File: src/rtl/rom_loader_if.sv
// rom_loader_if: UART byte input plus ROM write port and load status for rom_loader.
interface rom_loader_if;
    logic [7:0]  RX_DATA;
    logic        RX_VALID;
    logic        WR_EN;
    logic [15:0] WR_ADDR;
    logic [15:0] WR_DATA;
    logic        CPU_HOLD;
    logic        LOAD_DONE;
    logic        LOAD_ERR;
    modport master (
        output RX_DATA, RX_VALID,
        input  WR_EN, WR_ADDR, WR_DATA, CPU_HOLD, LOAD_DONE, LOAD_ERR
    );
    modport slave (
        input  RX_DATA, RX_VALID,
        output WR_EN, WR_ADDR, WR_DATA, CPU_HOLD, LOAD_DONE, LOAD_ERR
    );
endinterface

File: src/rtl/rom_loader.sv
// rom_loader: writes framed 16-bit words from a UART byte stream into instruction ROM.
// Define ROM_LOADER_CHECKSUM_EN to require a trailing XOR checksum byte per frame.
module rom_loader #(
    parameter int         TIMEOUT_CYCLES = 1000000,
    parameter int         MAX_WORDS      = 32768,
    parameter logic [7:0] SYNC_BYTE      = 8'hA5
) (
    input logic         CLK_100MHz,
    input logic         RESET_N,
    rom_loader_if.slave bus
);
    localparam int            TW       = $clog2(TIMEOUT_CYCLES + 1);
    localparam logic [TW-1:0] TMO_LAST = TW'(TIMEOUT_CYCLES - 1);

    typedef enum logic [2:0] {
        S_IDLE, S_LEN_HI, S_LEN_LO, S_DATA_HI, S_DATA_LO
`ifdef ROM_LOADER_CHECKSUM_EN
        , S_CHECK
`endif
    } state_t;

    state_t        r_state, w_state;
    logic [15:0]   r_len, w_len;
    logic [15:0]   r_cnt, w_cnt;
    logic [7:0]    r_hi, w_hi;
    logic [TW-1:0] r_tmo, w_tmo;
    logic          r_wr_en, w_wr_en;
    logic [15:0]   r_wr_addr, w_wr_addr;
    logic [15:0]   r_wr_data, w_wr_data;
    logic          r_hold, w_hold;
    logic          r_done, w_done;
    logic          r_err, w_err;
`ifdef ROM_LOADER_CHECKSUM_EN
    logic [7:0]    r_csum, w_csum;
`endif

    always_ff @(posedge CLK_100MHz or negedge RESET_N) begin
        if (!RESET_N) begin
            r_state   <= S_IDLE;
            r_len     <= '0;
            r_cnt     <= '0;
            r_hi      <= '0;
            r_tmo     <= '0;
            r_wr_en   <= 1'b0;
            r_wr_addr <= '0;
            r_wr_data <= '0;
            r_hold    <= 1'b0;
            r_done    <= 1'b0;
            r_err     <= 1'b0;
`ifdef ROM_LOADER_CHECKSUM_EN
            r_csum    <= '0;
`endif
        end else begin
            r_state   <= w_state;
            r_len     <= w_len;
            r_cnt     <= w_cnt;
            r_hi      <= w_hi;
            r_tmo     <= w_tmo;
            r_wr_en   <= w_wr_en;
            r_wr_addr <= w_wr_addr;
            r_wr_data <= w_wr_data;
            r_hold    <= w_hold;
            r_done    <= w_done;
            r_err     <= w_err;
`ifdef ROM_LOADER_CHECKSUM_EN
            r_csum    <= w_csum;
`endif
        end
    end

    always_comb begin
        w_state   = r_state;
        w_len     = r_len;
        w_cnt     = r_cnt;
        w_hi      = r_hi;
        w_wr_en   = 1'b0;
        w_wr_addr = r_wr_addr;
        w_wr_data = r_wr_data;
        w_hold    = r_hold;
        w_done    = r_done;
        w_err     = r_err;
        w_tmo     = (bus.RX_VALID || r_state == S_IDLE) ? '0 : r_tmo + 1'b1;
`ifdef ROM_LOADER_CHECKSUM_EN
        w_csum    = (r_state == S_IDLE) ? 8'h00 : (bus.RX_VALID ? r_csum ^ bus.RX_DATA : r_csum);
`endif
        if (bus.RX_VALID) begin
            case (r_state)
                S_IDLE: begin
                    if (bus.RX_DATA == SYNC_BYTE) begin
                        w_state = S_LEN_HI;
                        w_hold  = 1'b1;
                        w_done  = 1'b0;
                        w_err   = 1'b0;
                        w_cnt   = '0;
                    end
                end
                S_LEN_HI: begin
                    w_len   = {bus.RX_DATA, 8'h00};
                    w_state = S_LEN_LO;
                end
                S_LEN_LO: begin
                    w_len = {r_len[15:8], bus.RX_DATA};
                    if (w_len == 16'd0 || {1'b0, w_len} > 17'(MAX_WORDS)) begin
                        w_state = S_IDLE;
                        w_err   = 1'b1;
                    end else begin
                        w_state = S_DATA_HI;
                    end
                end
                S_DATA_HI: begin
                    w_hi    = bus.RX_DATA;
                    w_state = S_DATA_LO;
                end
                S_DATA_LO: begin
                    w_wr_en   = 1'b1;
                    w_wr_addr = r_cnt;
                    w_wr_data = {r_hi, bus.RX_DATA};
                    w_cnt     = r_cnt + 16'd1;
                    w_state   = S_DATA_HI;
                    // Last word: the status update lands on the same edge as its write strobe.
                    if (r_cnt == r_len - 16'd1) begin
`ifdef ROM_LOADER_CHECKSUM_EN
                        w_state = S_CHECK;
`else
                        w_state = S_IDLE;
                        w_done  = 1'b1;
                        w_hold  = 1'b0;
`endif
                    end
                end
`ifdef ROM_LOADER_CHECKSUM_EN
                S_CHECK: begin
                    w_state = S_IDLE;
                    w_done  = (r_csum == bus.RX_DATA);
                    w_hold  = (r_csum != bus.RX_DATA);
                    w_err   = (r_csum != bus.RX_DATA);
                end
`endif
                default: w_state = S_IDLE;
            endcase
        end else if (r_state != S_IDLE && r_tmo == TMO_LAST) begin
            w_state = S_IDLE;
            w_err   = 1'b1;
        end
    end

    assign bus.WR_EN     = r_wr_en;
    assign bus.WR_ADDR   = r_wr_addr;
    assign bus.WR_DATA   = r_wr_data;
    assign bus.CPU_HOLD  = r_hold;
    assign bus.LOAD_DONE = r_done;
    assign bus.LOAD_ERR  = r_err;
endmodule

File: src/flat_wrapper.sv
// flat-port wrapper written by rule: the top's interface ports become plain ports
module rom_loader_flat 
#(
    parameter int         TIMEOUT_CYCLES = 1000000,
    parameter int         MAX_WORDS      = 32768,
    parameter logic [7:0] SYNC_BYTE      = 8'hA5
)
  (CLK_100MHz, RESET_N, bus_RX_DATA, bus_RX_VALID, bus_WR_EN, bus_WR_ADDR, bus_WR_DATA, bus_CPU_HOLD, bus_LOAD_DONE, bus_LOAD_ERR);
  rom_loader_if bus_i ();
  input logic CLK_100MHz;
  input logic RESET_N;
  input wire logic [$bits(bus_i.RX_DATA)-1:0] bus_RX_DATA;
  input wire logic [$bits(bus_i.RX_VALID)-1:0] bus_RX_VALID;
  output wire logic [$bits(bus_i.WR_EN)-1:0] bus_WR_EN;
  output wire logic [$bits(bus_i.WR_ADDR)-1:0] bus_WR_ADDR;
  output wire logic [$bits(bus_i.WR_DATA)-1:0] bus_WR_DATA;
  output wire logic [$bits(bus_i.CPU_HOLD)-1:0] bus_CPU_HOLD;
  output wire logic [$bits(bus_i.LOAD_DONE)-1:0] bus_LOAD_DONE;
  output wire logic [$bits(bus_i.LOAD_ERR)-1:0] bus_LOAD_ERR;
  assign bus_i.RX_DATA = bus_RX_DATA;
  assign bus_i.RX_VALID = bus_RX_VALID;
  assign bus_WR_EN = bus_i.WR_EN;
  assign bus_WR_ADDR = bus_i.WR_ADDR;
  assign bus_WR_DATA = bus_i.WR_DATA;
  assign bus_CPU_HOLD = bus_i.CPU_HOLD;
  assign bus_LOAD_DONE = bus_i.LOAD_DONE;
  assign bus_LOAD_ERR = bus_i.LOAD_ERR;
  rom_loader #(.TIMEOUT_CYCLES(TIMEOUT_CYCLES), .MAX_WORDS(MAX_WORDS), .SYNC_BYTE(SYNC_BYTE)) u_core (.CLK_100MHz(CLK_100MHz), .RESET_N(RESET_N), .bus(bus_i));
endmodule
File: config.mk
export PLATFORM = sky130hd
export DESIGN_NAME = rom_loader_flat
export DESIGN_NICKNAME = d
export VERILOG_FILES = /design/src/rtl/rom_loader_if.sv /design/src/rtl/rom_loader.sv /design/src/flat_wrapper.sv
export SDC_FILE = /design/constraint.sdc
export NUM_CORES = 1
export LEC_CHECK = 0
export CAP_MARGIN = 20
export CORE_MARGIN = 2
export CORE_UTILIZATION = 40
export DETAILED_ROUTE_END_ITERATION = 6
export PLACE_DENSITY = 0.66
export SETUP_SLACK_MARGIN = 0.15
export SLEW_MARGIN = 30
export SYNTH_ARGS = -nofsm -noshare
export SYNTH_HDL_FRONTEND = slang
export SYNTH_SLANG_ARGS = --single-unit
File: constraint.sdc
create_clock -name CLK_100MHz -period 3.25 [get_ports CLK_100MHz]
set_input_delay 0.975 -clock CLK_100MHz [delete_from_list [all_inputs] [get_ports CLK_100MHz]]
set_output_delay 0.975 -clock CLK_100MHz [all_outputs]
set_load 0.1 [all_outputs]
==> results of run 1 <==
[per-stage QoR]
stage               util (%)  setup slack, ns  hold slack, ns
finish                  47.7            0.469           0.478
floorplan                  -            0.804           0.433
global placement        45.2            0.300           0.457
CTS                     47.7            0.468           0.481
global route            47.7            0.347           0.497
detailed placement      45.2            0.242           0.460
[final cells by class]
| class | instances | area, sq um |
|---|---|---|
| multi-input cells | 402 | 2240 |
| well taps | 147 | 184 |
| repair buffers | 57 | 450 |
| clock inverters | 7 | 76.3 |
| clock buffers | 9 | 225 |
| inverters | 9 | 33.8 |
| flip-flops and latches | 99 | 2480 |
| fillers | 1176 | 6220 |
[routing by layer]
layer	vias to the layer above	wire length, um
met5	-	0
met4	0	208
met3	19	477
met2	88	5120
met1	1888	5410
li1	1909	-
[layout by cell type, fill, tap and decap left out, types with 7 or more instances in the layout]
| cell type | Yosys | layout |
|---|---|---|
| sky130_fd_sc_hd__nand2_1 | 156 | 156 |
| sky130_fd_sc_hd__dfrtp_1 | 99 | 99 |
| sky130_fd_sc_hd__buf_4 | 0 | 48 |
| sky130_fd_sc_hd__o21ai_0 | 38 | 38 |
| sky130_fd_sc_hd__nor2_1 | 33 | 33 |
| sky130_fd_sc_hd__nand3_1 | 19 | 19 |
| sky130_fd_sc_hd__xor2_1 | 19 | 19 |
| sky130_fd_sc_hd__xnor2_1 | 17 | 17 |
| sky130_fd_sc_hd__and3_1 | 11 | 11 |
| sky130_fd_sc_hd__inv_1 | 9 | 9 |
| sky130_fd_sc_hd__clkbuf_16 | 0 | 9 |
| sky130_fd_sc_hd__clkdlybuf4s50_1 | 0 | 9 |
| sky130_fd_sc_hd__nor3_1 | 8 | 8 |
| sky130_fd_sc_hd__mux2_2 | 8 | 8 |
| sky130_fd_sc_hd__a21oi_1 | 7 | 7 |
[registers in the layout, indices dropped and copies added, names as in the netlist]
| signal | flops |
|---|---|
| u_core.r_state | 3 |
| u_core.r_tmo | 20 |
| u_core.bus.WR_DATA | 16 |
| u_core.bus.WR_EN | 1 |
| u_core.r_len | 16 |
| u_core.r_hi | 8 |
| u_core.bus.WR_ADDR | 16 |
| u_core.r_cnt | 16 |
| u_core.bus.CPU_HOLD | 1 |
| u_core.bus.LOAD_ERR | 1 |
| u_core.bus.LOAD_DONE | 1 |
[worst max-delay path by stage]
stage	endpoint	cells past startpoint	startpoint
after floorplan	u_core.r_state[0]$_DFFE_PN0P_	7	u_core.r_len[8]$_DFFE_PN0P_
after global placement	u_core.bus.CPU_HOLD$_DFFE_PN0P_	7	bus_RX_DATA[1]
after detailed placement	u_core.bus.CPU_HOLD$_DFFE_PN0P_	7	bus_RX_DATA[1]
after CTS	u_core.r_state[0]$_DFFE_PN0P_	6	u_core.r_len[8]$_DFFE_PN0P_
after global routing	u_core.bus.CPU_HOLD$_DFFE_PN0P_	6	u_core.r_len[8]$_DFFE_PN0P_
final	u_core.bus.CPU_HOLD$_DFFE_PN0P_	6	u_core.r_len[8]$_DFFE_PN0P_
[power breakdown]
part | internal, uW | switching [uW]
clock | 549 | 522
combinational | 702 | 1570
sequential | 1530 | 322
[critical path: stages (launching register included)]
cell and delay [ns]:
sky130_fd_sc_hd__dfrtp_1 0.47, sky130_fd_sc_hd__or4_1 0.68, sky130_fd_sc_hd__or3_1 0.43, sky130_fd_sc_hd__a2111oi_2 0.45, sky130_fd_sc_hd__o22ai_1 0.15, sky130_fd_sc_hd__nor4_2 0.35, sky130_fd_sc_hd__o21ai_0 0.13
[logic make-up after synthesis]
group | Yosys count
buffers and inverters | 37
AND/OR/NAND/NOR | 276
AO/OA/AOI/OAI | 77
flip-flops | 99
XOR/XNOR | 37
adder cells (fa/ha/maj) | 3
multiplexers | 9
==> results by stage, run 1 <==
Min path:
- The worst hold path cell count is 2.
- The worst min-delay path class is reg2reg.
- The worst hold path endpoint is u_core.bus.WR_DATA[12]$_DFFE_PN0P_.
- The launch instance of the worst min-delay path is u_core.r_hi[4]$_DFFE_PN0P_.

Flow run:
- Across the run, the number of max-cap violations was 0.

Logic synthesis:
- Synthesis produced between 500 and 600 cells.
- During synthesis, Yosys emitted a total of 0 warnings.
- The most used flip-flop cell after synthesis is sky130_fd_sc_hd__dfrtp_1.
- The sequential area share after synthesis is a little over 50%.
- In this run, synthesis inferred 0 flip-flops with an integrated enable.
- The area fraction of the dominant cell type after synthesis is 51.0%.
- The most numerous cell in the Yosys netlist is sky130_fd_sc_hd__nand2_1.
- The synthesized design spends more area on one cell type than any other, namely sky130_fd_sc_hd__dfrtp_1.
- In the post-synthesis netlist, the biggest area contributors are sky130_fd_sc_hd__dfrtp_1, sky130_fd_sc_hd__nand2_1, sky130_fd_sc_hd__o21ai_0.
- The post-synthesis cell area is 4860 sq um.
- After Yosys synthesis, and, or, nand and nor cells account for 26.3% of the synthesized area.
- Synthesis produced a netlist with a net count of 552.
- The number of different library cells in the post-synthesis netlist is 54.
- The fraction of the mapped netlist area in compound gates is 9.99%.
- The number of synthesized register bits is 99.
- The proportion of synthesized area in mux cells is 2.06%.
- The xor and xnor fraction of the mapped netlist area is 6.98%.
- The average cell area after synthesis is 9.03 sq um.
- The largest family of logic cells by synthesized area is simple AND/OR/NAND/NOR gates.
- Sorting the synthesized cells by how often they occur yields sky130_fd_sc_hd__nand2_1, sky130_fd_sc_hd__dfrtp_1, sky130_fd_sc_hd__o21ai_0, sky130_fd_sc_hd__nor2_1, sky130_fd_sc_hd__clkbuf_1.
- The post-synthesis share of cell area spent on full adders, half adders and majority gates is 0.773%.
- Counting flops with an async set or reset pin after synthesis yields a share of 100%.

Timing:
- For the pin with the worst max-slew slack, the measured transition is 0.795 ns.
- The setup violation total in the final timing report is 0.
- In this run the tightest slew margin relative to its limit is about 47%.
- Setup repair after global routing left no endpoint under its margin.
- The clock tree skew after final layout is 0.0102 ns.
- For this run, the top clock speed supported by timing is ~0.36 GHz.
- The share of the clock period used by the worst path after layout is 85.6%.
- The final number of hold-violating endpoints is 0.
- The count of final max-slew check failures is 0.
- The summed negative setup slack over all endpoints is 0 ns.
- After layout, the minimum clock period comes to 2.78 ns.

Global routing:
- The global routing usage on met2 is ~28%.
- The remaining global-route overflow is 0.
- The met1 track utilization from global routing is roughly 26%.
- Entering global routing, the biggest net connects 52 pins.
- The first-pass GRT wire length is ~19 mm.
- The overall fraction of global-route tracks in use is around 18%.
- For met3 alone, demand over resource in global routing was 3.18%.
- The number of antenna violations at the first check in global routing is 0.
- The via count of the first global-routing pass came to 3,851.
- The busiest metal layer after global routing is met2.

Clocking:
- In this run the number of H-tree levels came out at 3.
- The latest clock arrival within the worst-skew pair is roughly 0.35 ns.
- TritonCTS built the clock tree.
- The CTS buffer count is 9.
- The total clock sinks is 99.
- The clock tree root driver cell is sky130_fd_sc_hd__clkbuf_16.
- The clock passes through at most 2 buffers.
- After clock tree synthesis, the clock-pin slew on the worst setup and hold paths is 0.08 ns.
- The number of buffers added for setup after CTS is 0.
- After clock tree synthesis, the flow added hold-fix buffers numbering 0.
- Once the clock tree was built, the resizer swapped 0 gates to a different size.

Power and ir drop:
- For this design the static power due to leakage is 0.00271 uW.
- After layout, the design draws a total of roughly 5200 uW.
- IR analysis of the VDD net gives a maximum drop of 0.000714 V.
- In this run the power density over the cells is 914 nW/um^2.

Layout:
- The final instance area is roughly 5700 sq um.
- The number of inserted diodes is 0.
- Of the cells placed in the final design, the portion with a size suffix greater than 1 is a little over an eighth.
- From synthesis to final layout, the design area changed by 17.1%.
- The count of nets after finishing is just under 600.
- For this run, the number of standard cells in the final layout without fillers is 730.

Routing:
- In the routed design, unresolved DRC markers number 0.
- The detail route stage leaves a number of antenna-violating nets equal to 0.
- After detailed routing, the total wire length is about 11 mm.
- The average detailed-routed wire length per instance is approximately 15 um.
- The first TritonRoute pass finished after 4 iterations.
- The routed via count divided by cell count is 5.35.
- After the first detailed-routing iteration, the DRC count stood at 241.
- The detailed-route via count is 3,904.

Place:
- The weighted congestion reported at the end of routability-driven placement is 0.892.
- The number of cells after detailed placement is 714.
- Once placement finished, the instance area stood at 5390 sq um.
- The HPWL reported at the end of detailed placement is 7.89 mm.
- During placement, the flow inserted port buffers numbering 46.

Worst setup path:
- STA puts the critical path data arrival time at around 3.0 ns.
- The startpoint of the most critical register-to-register path is u_core.r_len[8]$_DFFE_PN0P_.
- The worst setup path is captured at a flop.
- Across all register-to-register paths, the minimum setup slack is 0.47 ns.
- The largest driver fanout on the critical path is 7.
- At the worst endpoint, the required time is 3.47 ns.
- STA classifies the critical path startpoint as a flop.
- In this run the critical register-to-register path is captured at u_core.bus.CPU_HOLD$_DFFE_PN0P_.
- The number of cells on the worst reg-to-reg path is 6.
- The classification of the worst setup path is reg2reg.

Floorplan:
- For this configuration, the core starts out at a cell density of 40.8%.
- The floorplan step defined a die boundary enclosing 13,000 sq um.
- The floorplan step defined a core boundary enclosing 11,900 sq um.
- The total number of placement rows is 40.
- In this run the count of I/O pins placed on the die edge is 47.
- The vertical die dimension is 114 um.
- In this run the horizontal extent of the chip is 114 um.

Run status:
- The run finished with clean final reports.
Power figures use the tool's default switching activity.
==> run 2: changes to the inputs <==
==> constraint.sdc (replaced) <==
create_clock -name CLK_100MHz -period 2.7 [get_ports CLK_100MHz]
set_input_delay 0.81 -clock CLK_100MHz [delete_from_list [all_inputs] [get_ports CLK_100MHz]]
set_output_delay 0.81 -clock CLK_100MHz [all_outputs]
set_load 0.1 [all_outputs]
==> run 2 against run 1 <==
Combinational power rose by 31%. Total power rose by 25%. Non-clock buffer count rose by 16. Sequential share of layout area fell by 1.5 points. Via count rose by 1.5%. Critical path depth rose by 1.
==> results by stage, run 2 (synthesis results as in run 1) <==
Timing:
- The minimum clock period is 2.40 ns (-0.379 ns).
- The summed negative setup slack over all endpoints was 0 ns (unchanged).
- The setup violation total in the final timing report was 0 (unchanged).
- The tightest hold margin is 0.402 ns (-0.0758 ns).
- The share of the clock period used by the worst path after layout came to 89.0% (+3.4 points).
- The final number of hold-violating endpoints is 0 (unchanged).
- The pin slew with the least headroom to its limit is 0.587 ns (-0.208 ns).
- The max-slew headroom at the worst pin is 60.3% (+14 points).
- The clock tree skew after final layout is 0.00825 ns (-0.00196 ns).
- The maximum achievable frequency came to 0.416 GHz (+16%).
- The count of final max-slew check failures is 0 (unchanged).
- Setup repair after global routing left no endpoint under its margin.

Layout:
- The number of inserted diodes is 0 (unchanged).
- The fraction of layout instances using a drive strength above 1 is 16.7% (+3.0 points).
- The area added between synthesis and finish is 21.3%.
- More flip-flops sit in one register than any other, and that register is u_core.r_tmo.
- The flip-flop count of the largest register, all copies and words added came to 20 (unchanged).
- In the layout the commonest cells are sky130_fd_sc_hd__nand2_1, sky130_fd_sc_hd__dfrtp_1, sky130_fd_sc_hd__buf_4.
- The count of nets after finishing is 608 (+2.7%).
- Leaving out fill and tap cells, the most frequent cell in the layout is sky130_fd_sc_hd__nand2_1.

Routing:
- The overall routed net length is 11.3 mm (+0.33%).
- The average detailed-routed wire length per instance is 15.1 um (-1.8%).
- The starting DRC count in detailed routing is 200 (-17%).
- The detailed-route via count is 3,961 (+1.5%).
- The remaining design rule violation count is 0 (unchanged).
- The number of antenna-violating nets in the routed design is 0 (unchanged).
- The detailed-router iteration count before antenna repair is 5 (+1).
- The routed via count divided by cell count is 5.31 (-0.72%).

Power and ir drop:
- The total power density per cell area is 1110 nW/um^2 (+21%).
- The leakage power is 0.00280 uW (+3.5%).
- The maximum ir drop on the vdd rail is 0.00115 V (+62%).
- The total power consumption of the routed design is 6510 uW (+25%).

Global routing:
- The first-pass GRT wire length is 19.1 mm (+1.5%).
- The remaining global-route overflow is 0 (unchanged).
- The overall fraction of global-route tracks in use came to 18.3% (+0.15 points).
- The number of antenna violations at the first check in global routing is 0 (unchanged).
- The largest net degree at the start of global routing was 52 (unchanged).
- The via count of the first global-routing pass is 3,854 (+0.078%).

Worst setup path:
- The endpoint type of the worst setup path is a flop.
- The count of buffering cells on the critical path with inverters included is 1 (+1).
- The worst register-to-register path ends at u_core.r_state[0]$_DFFE_PN0P_.
- The classification of the worst setup path is reg2reg.
- The cell family with the largest share of critical-path delay is simple AND/OR/NAND/NOR gates.
- The register-to-register setup slack is 0.30 ns (-0.17 ns).
- The number of cells on the worst reg-to-reg path is 7 (+1).
- The worst register-to-register path begins at u_core.r_len[3]$_DFFE_PN0P_.
- The most repeated library cell on the critical path is sky130_fd_sc_hd__nor4_1.
- The maximum cell stage delay along the critical path is 0.69 ns (about the same).
- The kind of start point of the critical path is a flop.
- The required time of the worst setup path is 2.91 ns (-0.56 ns).
- The largest driver fanout on the critical path came to 10 (+3).
- Traced cell by cell, the critical path runs through or4_1, nor4_1, nand2_1, nor3b_1, nor4_1, buf_4, o211ai_1.
- The worst path arrival time is 2.61 ns (-0.39 ns).
- The cell with the largest stage delay on the worst path is sky130_fd_sc_hd__or4_1.

Floorplan:
- The die span in x is 114 um (unchanged).
- The vertical die dimension is 114 um (unchanged).
- The effective utilization at floorplan came to 40.8% (unchanged).
- The die area came to 13,000 sq um (unchanged).
- The number of top-level pins is 47 (unchanged).
- The placeable core region is 11,900 sq um (unchanged).
- The total number of placement rows is 40 (unchanged).

Clocking:
- The latest clock arrival within the worst-skew pair is 0.34 ns (about the same).
- The clock tree root driver cell is sky130_fd_sc_hd__clkbuf_16.
- The CTS H-tree depth is 3 (unchanged).
- The total of hold buffers inserted after clock tree synthesis is 0 (unchanged).
- The CTS buffer count is 9 (unchanged).
- The number of buffers on the longest clock path was 2 (unchanged).
- The clock-pin slew reported for the worst setup and hold paths after clock tree synthesis is 0.07 ns (about the same).
- The total clock sinks is 99 (unchanged).
- The CTS tree is built.

Flow run:
- The reported max-cap violation count is 0 (unchanged).

Place:
- The count of input and output buffers is 46 (unchanged).
- The HPWL reported at the end of detailed placement came to 7.92 mm (+0.43%).
- The weighted congestion reported at the end of routability-driven placement is 0.881 (-1.2%).

Run status:
- The run finished with clean final reports.

Min path:
- The min-delay analysis places its worst path in the category in2async.
run 2: routing by layer:
layer	track usage [%]	part of all wire, %	wire length, um
met4	5.53	1.1	121
met3	2.96	3.6	410
met5	0	0	0
met1	26.0	49	5470
met2	29.0	47	5260
run 2: power breakdown:
| group | total (uW) | switching (uW) | internal, uW |
|---|---|---|---|
| Clock | 1320 | 591 | 725 |
| Sequential | 2200 | 360 | 1840 |
| Combinational | 2990 | 2000 | 991 |
run 2: worst max-delay path by stage:
stage	startpoint	to	slack [ns]	depth (start not counted)
after floorplan	u_core.r_len[8]$_DFFE_PN0P_	u_core.r_state[0]$_DFFE_PN0P_	0.25	7
after global placement	bus_RX_DATA[1]	u_core.r_cnt[14]$_DFFE_PN0P_	0.02	7
after detailed placement	bus_RX_DATA[1]	u_core.r_cnt[2]$_DFFE_PN0P_	0.03	7
after CTS	u_core.r_len[10]$_DFFE_PN0P_	u_core.r_state[0]$_DFFE_PN0P_	0.19	7
after global routing	u_core.r_len[3]$_DFFE_PN0P_	u_core.r_state[0]$_DFFE_PN0P_	0.14	7
final	u_core.r_len[3]$_DFFE_PN0P_	u_core.r_state[0]$_DFFE_PN0P_	0.30	7
run 2: final cells by class:
cell class              count  area [sq um]
fillers                  1103          6020
flip-flops and latches     99          2480
multi-input cells         402          2280
repair buffers             73           608
clock buffers               9           225
well taps                 147           184
clock inverters             7          77.6
inverters                   9          33.8
run 2: stage by stage:
| stage | cell area [sq um] | setup slack [ns] | utilization [%] | instances |
|---|---|---|---|---|
| 2_1_floorplan | 4860 | 0.254 | - | 538 |
| 3_3_place_gp | 5540 | 0.0153 | 46.5 | 729 |
| 3_5_place_dp | 5540 | 0.0342 | 46.5 | 729 |
| 4_1_cts | 5840 | 0.194 | 49.0 | 745 |
| 5_1_grt | 5890 | 0.144 | 49.5 | 746 |
| 6_report | 5890 | 0.298 | 49.5 | 746 |
run 2: what timing repair did:
item	CTS	global route
endpoints found under the hold margin	0	0
gates resized for setup	0	7
endpoints found under the setup margin	0	5
setup buffers	0	1
==> run 3: changes to the inputs <==
--- a/config.mk
+++ b/config.mk
@@ -10,7 +10,6 @@
 export CORE_UTILIZATION = 40
 export DETAILED_ROUTE_END_ITERATION = 6
 export PLACE_DENSITY = 0.66
-export SETUP_SLACK_MARGIN = 0.15
 export SLEW_MARGIN = 30
 export SYNTH_ARGS = -nofsm -noshare
 export SYNTH_HDL_FRONTEND = slang
==> constraint.sdc (replaced) <==
create_clock -name CLK_100MHz -period 2.7 [get_ports CLK_100MHz]
set_input_delay 0.54 -clock CLK_100MHz [delete_from_list [all_inputs] [get_ports CLK_100MHz]]
set_output_delay 0.54 -clock CLK_100MHz [all_outputs]
set_load 0.1 [all_outputs]
==> run 3 against run 2 <==
Via count decreased by 1.6%. Flip-flop and latch count unchanged. Hold slack worse by 0.19 ns. Clock power is 5% lower. Die area unchanged. Global-route usage shrank 0.68 points. Worst setup slack worse by 0.16 ns. Critical path depth is 1 lower. Register-to-register slack lost 0.16 ns. Combinational power down 5%. Critical path type unchanged. Critical endpoint is now u_core.bus.CPU_HOLD$_DFFE_PN0P_. Highest routed layer unchanged.
==> results by stage, run 3 (synthesis results as in run 1) <==
Flow run:
- The reported max-cap violation count is 0 (unchanged).

Routing:
- The detailed-route via count is 3,896 (-1.6%).
- The detailed-router iteration count before antenna repair is 4 (-1).
- The overall routed net length is 11.0 mm (-2.6%).
- The routed via count divided by cell count came to 5.26 (-0.84%).
- The remaining design rule violation count came to 0 (unchanged).
- The average detailed-routed wire length per instance came to 14.8 um (-1.8%).
- The number of antenna-violating nets in the routed design came to 0 (unchanged).
- The starting DRC count in detailed routing is 219 (+9.5%).

Worst setup path:
- The worst path arrival time is 2.78 ns (+0.17 ns).
- Walking the worst path, the cells encountered are or4_1, or3_1, a2111oi_4, o22ai_1, nor4_2, o21ai_0.
- The largest individual stage delay along the critical path comes from the cell sky130_fd_sc_hd__or4_1.
- The endpoint type of the worst setup path is a flop.
- The number of cells on the worst reg-to-reg path came to 6 (-1).
- The count of buffering cells on the critical path with inverters included is 0 (-1).
- The largest driver fanout on the critical path came to 5 (-5).
- STA classifies the critical path startpoint as a flop.
- The classification of the worst setup path is reg2reg.
- The kind of cell with the highest combined delay along the critical path is simple AND/OR/NAND/NOR gates.
- The maximum cell stage delay along the critical path is 0.53 ns (-0.16 ns).
- The number of stages on the worst setup path came to 6 (-1).
- The required time of the worst setup path was 2.92 ns (about the same).

Clocking:
- The number of buffers on the longest clock path is 2 (unchanged).
- The CTS buffer count is 9 (unchanged).
- The total clock sinks is 99 (unchanged).
- The clock-pin slew reported for the worst setup and hold paths after clock tree synthesis is 0.07 ns (about the same).
- The latest clock arrival within the worst-skew pair is 0.35 ns (about the same).
- The CTS H-tree depth is 3 (unchanged).
- The cell sitting at the root of the clock tree is a sky130_fd_sc_hd__clkbuf_16.
- TritonCTS built the clock tree.

Place:
- The pre-CTS worst setup slack came to 0.203 ns (+0.169 ns).
- The count of input and output buffers is 46 (unchanged).
- The post-place instance area came to 5470 sq um (-1.1%).
- The weighted congestion reported at the end of routability-driven placement was 0.912 (+3.5%).
- The HPWL reported at the end of detailed placement is 7.79 mm (-1.7%).
- The number of cells after detailed placement was 724 (-0.69%).

Floorplan:
- The vertical die dimension is 114 um (unchanged).
- The die area is 13,000 sq um (unchanged).
- The total number of placement rows is 40 (unchanged).
- The number of top-level pins came to 47 (unchanged).
- The effective utilization at floorplan is 40.8% (unchanged).
- The placeable core region was 11,900 sq um (unchanged).
- The die span in x is 114 um (unchanged).

Timing:
- The final number of hold-violating endpoints is 0 (unchanged).
- The minimum clock period was 2.56 ns (+0.161 ns).
- The final setup slack of the worst path is 0.137 ns (-0.161 ns).
- The max-slew headroom at the worst pin is 56.5% (-3.8 points).
- Setup repair after global routing left no endpoint under its margin.
- The clock tree skew after final layout is 0.0102 ns (+0.00194 ns).
- The pin slew with the least headroom to its limit came to 0.652 ns (+0.0643 ns).
- The tightest hold margin is 0.211 ns (-0.191 ns).
- The maximum achievable frequency came to 0.390 GHz (-6.3%).
- The share of the clock period used by the worst path after layout is 94.9% (+6.0 points).
- The summed negative setup slack over all endpoints was 0 ns (unchanged).
- The count of final max-slew check failures is 0 (unchanged).
- The setup violation total in the final timing report is 0 (unchanged).

Power and ir drop:
- The power share of the sequential group came to 34.8% (+1.0 points).
- The leakage power is 0.00276 uW (-1.7%).
- The net switching power is 2880 uW (-2.6%).
- The part of the power in the clock network is 20.1% (about the same).
- The proportion of total power due to net switching is 45.7% (+0.30 points).
- The combinational cell fraction of total power is 45.2% (-0.8 points).
- The internal power was 3420 uW (-3.8%).
- The total power density per cell area is 1090 nW/um^2 (-1.4%).
- The maximum ir drop on the vdd rail is 0.000882 V (-24%).

Layout:
- The final instance area is 5780 sq um (-1.9%).
- The count of nets after finishing is 602 (-0.99%).
- The fraction of layout instances using a drive strength above 1 is 15.2% (-1.5 points).
- Counting flops per register, the top entry is u_core.r_tmo.
- Leaving out fill and tap cells, the most frequent cells in the layout are sky130_fd_sc_hd__nand2_1, sky130_fd_sc_hd__dfrtp_1, sky130_fd_sc_hd__buf_4.
- The area added between synthesis and finish is 19.0%.
- The library cell used most frequently in the layout, excluding fill and tap cells, is sky130_fd_sc_hd__nand2_1.
- The number of inserted diodes was 0 (unchanged).
- The post-layout instance count excluding filler cells is 740 (-0.80%).
- The flip-flop count of the largest register, all copies and words added is 20 (unchanged).

Global routing:
- The remaining global-route overflow is 0 (unchanged).
- The largest net degree at the start of global routing is 51 (-1.9%).
- The overall fraction of global-route tracks in use was 17.6% (-0.68 points).
- The via count of the first global-routing pass is 3,731 (-3.2%).
- The number of antenna violations at the first check in global routing came to 0 (unchanged).
- The first-pass GRT wire length is 18.3 mm (-4.2%).

Run status:
- The flow ran to the end, and the final reports show no timing, DRC or antenna violations.

Min path:
- The worst min-delay path class is in2async.
[run 3: cell count changes in the layout (fill, tap and decap cells not counted), moves of 2 or more]
cell	previous run	this run
sky130_fd_sc_hd__buf_4	61	57
sky130_fd_sc_hd__nor3_1	6	8
sky130_fd_sc_hd__clkinvlp_4	3	1
sky130_fd_sc_hd__buf_12	3	1
[run 3: metrics by stage]
step | util, % | total power [uW]
5_1_grt | 48.5 | 6700
6_report | 48.5 | 6300
3_5_place_dp | 45.9 | 5050
4_1_cts | 48.4 | 6330
2_1_floorplan | - | 4320
3_3_place_gp | 45.9 | 5000
[run 3: layer usage]
| metal | global-route usage [%] | routed length (um) | up-vias |
|---|---|---|---|
| met5 | 0 | 0 | - |
| met4 | 5.77 | 138 | 0 |
| met3 | 3.60 | 410 | 10 |
| met2 | 28.6 | 5190 | 78 |
| met1 | 23.8 | 5230 | 1875 |
| li1 | - | - | 1933 |
[run 3: worst register-to-register path: cells and delay by family (launching register included)]
family / cells / cell delay (ns)
and+or+nand+nor: 3 / 1.36
DFF: 1 / 0.43
AOI/OAI and AO/OA: 3 / 0.65
[run 3: power groups by stage]
stage                     logic (uW)  registers [uW]  clock network (uW)
after floorplan                 1290            3030                   0
after global placement          2790            2210                   0
after detailed placement        2830            2210                   0
after CTS                       2840            2190                1300
after global routing            3080            2250                1370
final                           2850            2190                1260
[run 3: final cells by class]
cell class	instances	area (sq um)
clock buffers	10	239
clock inverters	6	56.3
fillers	1111	6130
inverters	9	33.8
multi-input cells	402	2250
flip-flops and latches	99	2480
well taps	147	184
repair buffers	67	538
[run 3: path summary, 6_finish.rpt]
kind / startpoint / slack, ns / to
min: RESET_N / 0.21 / u_core.bus.WR_ADDR[11]$_DFFE_PN0P_
max reg2reg: u_core.r_len[9]$_DFFE_PN0P_ / 0.14 / u_core.bus.CPU_HOLD$_DFFE_PN0P_
max in group asynchronous: RESET_N / 1.81 / u_core.bus.WR_DATA[13]$_DFFE_PN0P_
min in group CLK_100MHz: u_core.r_hi[6]$_DFFE_PN0P_ / 0.47 / u_core.bus.WR_DATA[14]$_DFFE_PN0P_
max: u_core.r_len[9]$_DFFE_PN0P_ / 0.14 / u_core.bus.CPU_HOLD$_DFFE_PN0P_
min reg2reg: u_core.r_hi[6]$_DFFE_PN0P_ / 0.47 / u_core.bus.WR_DATA[14]$_DFFE_PN0P_
[run 3: what timing repair did]
item / CTS / global route
resized for setup: 0 / 1
buffers inserted: 0 / 0
setup endpoints to repair: 0 / 1
hold buffers: 0 / 0
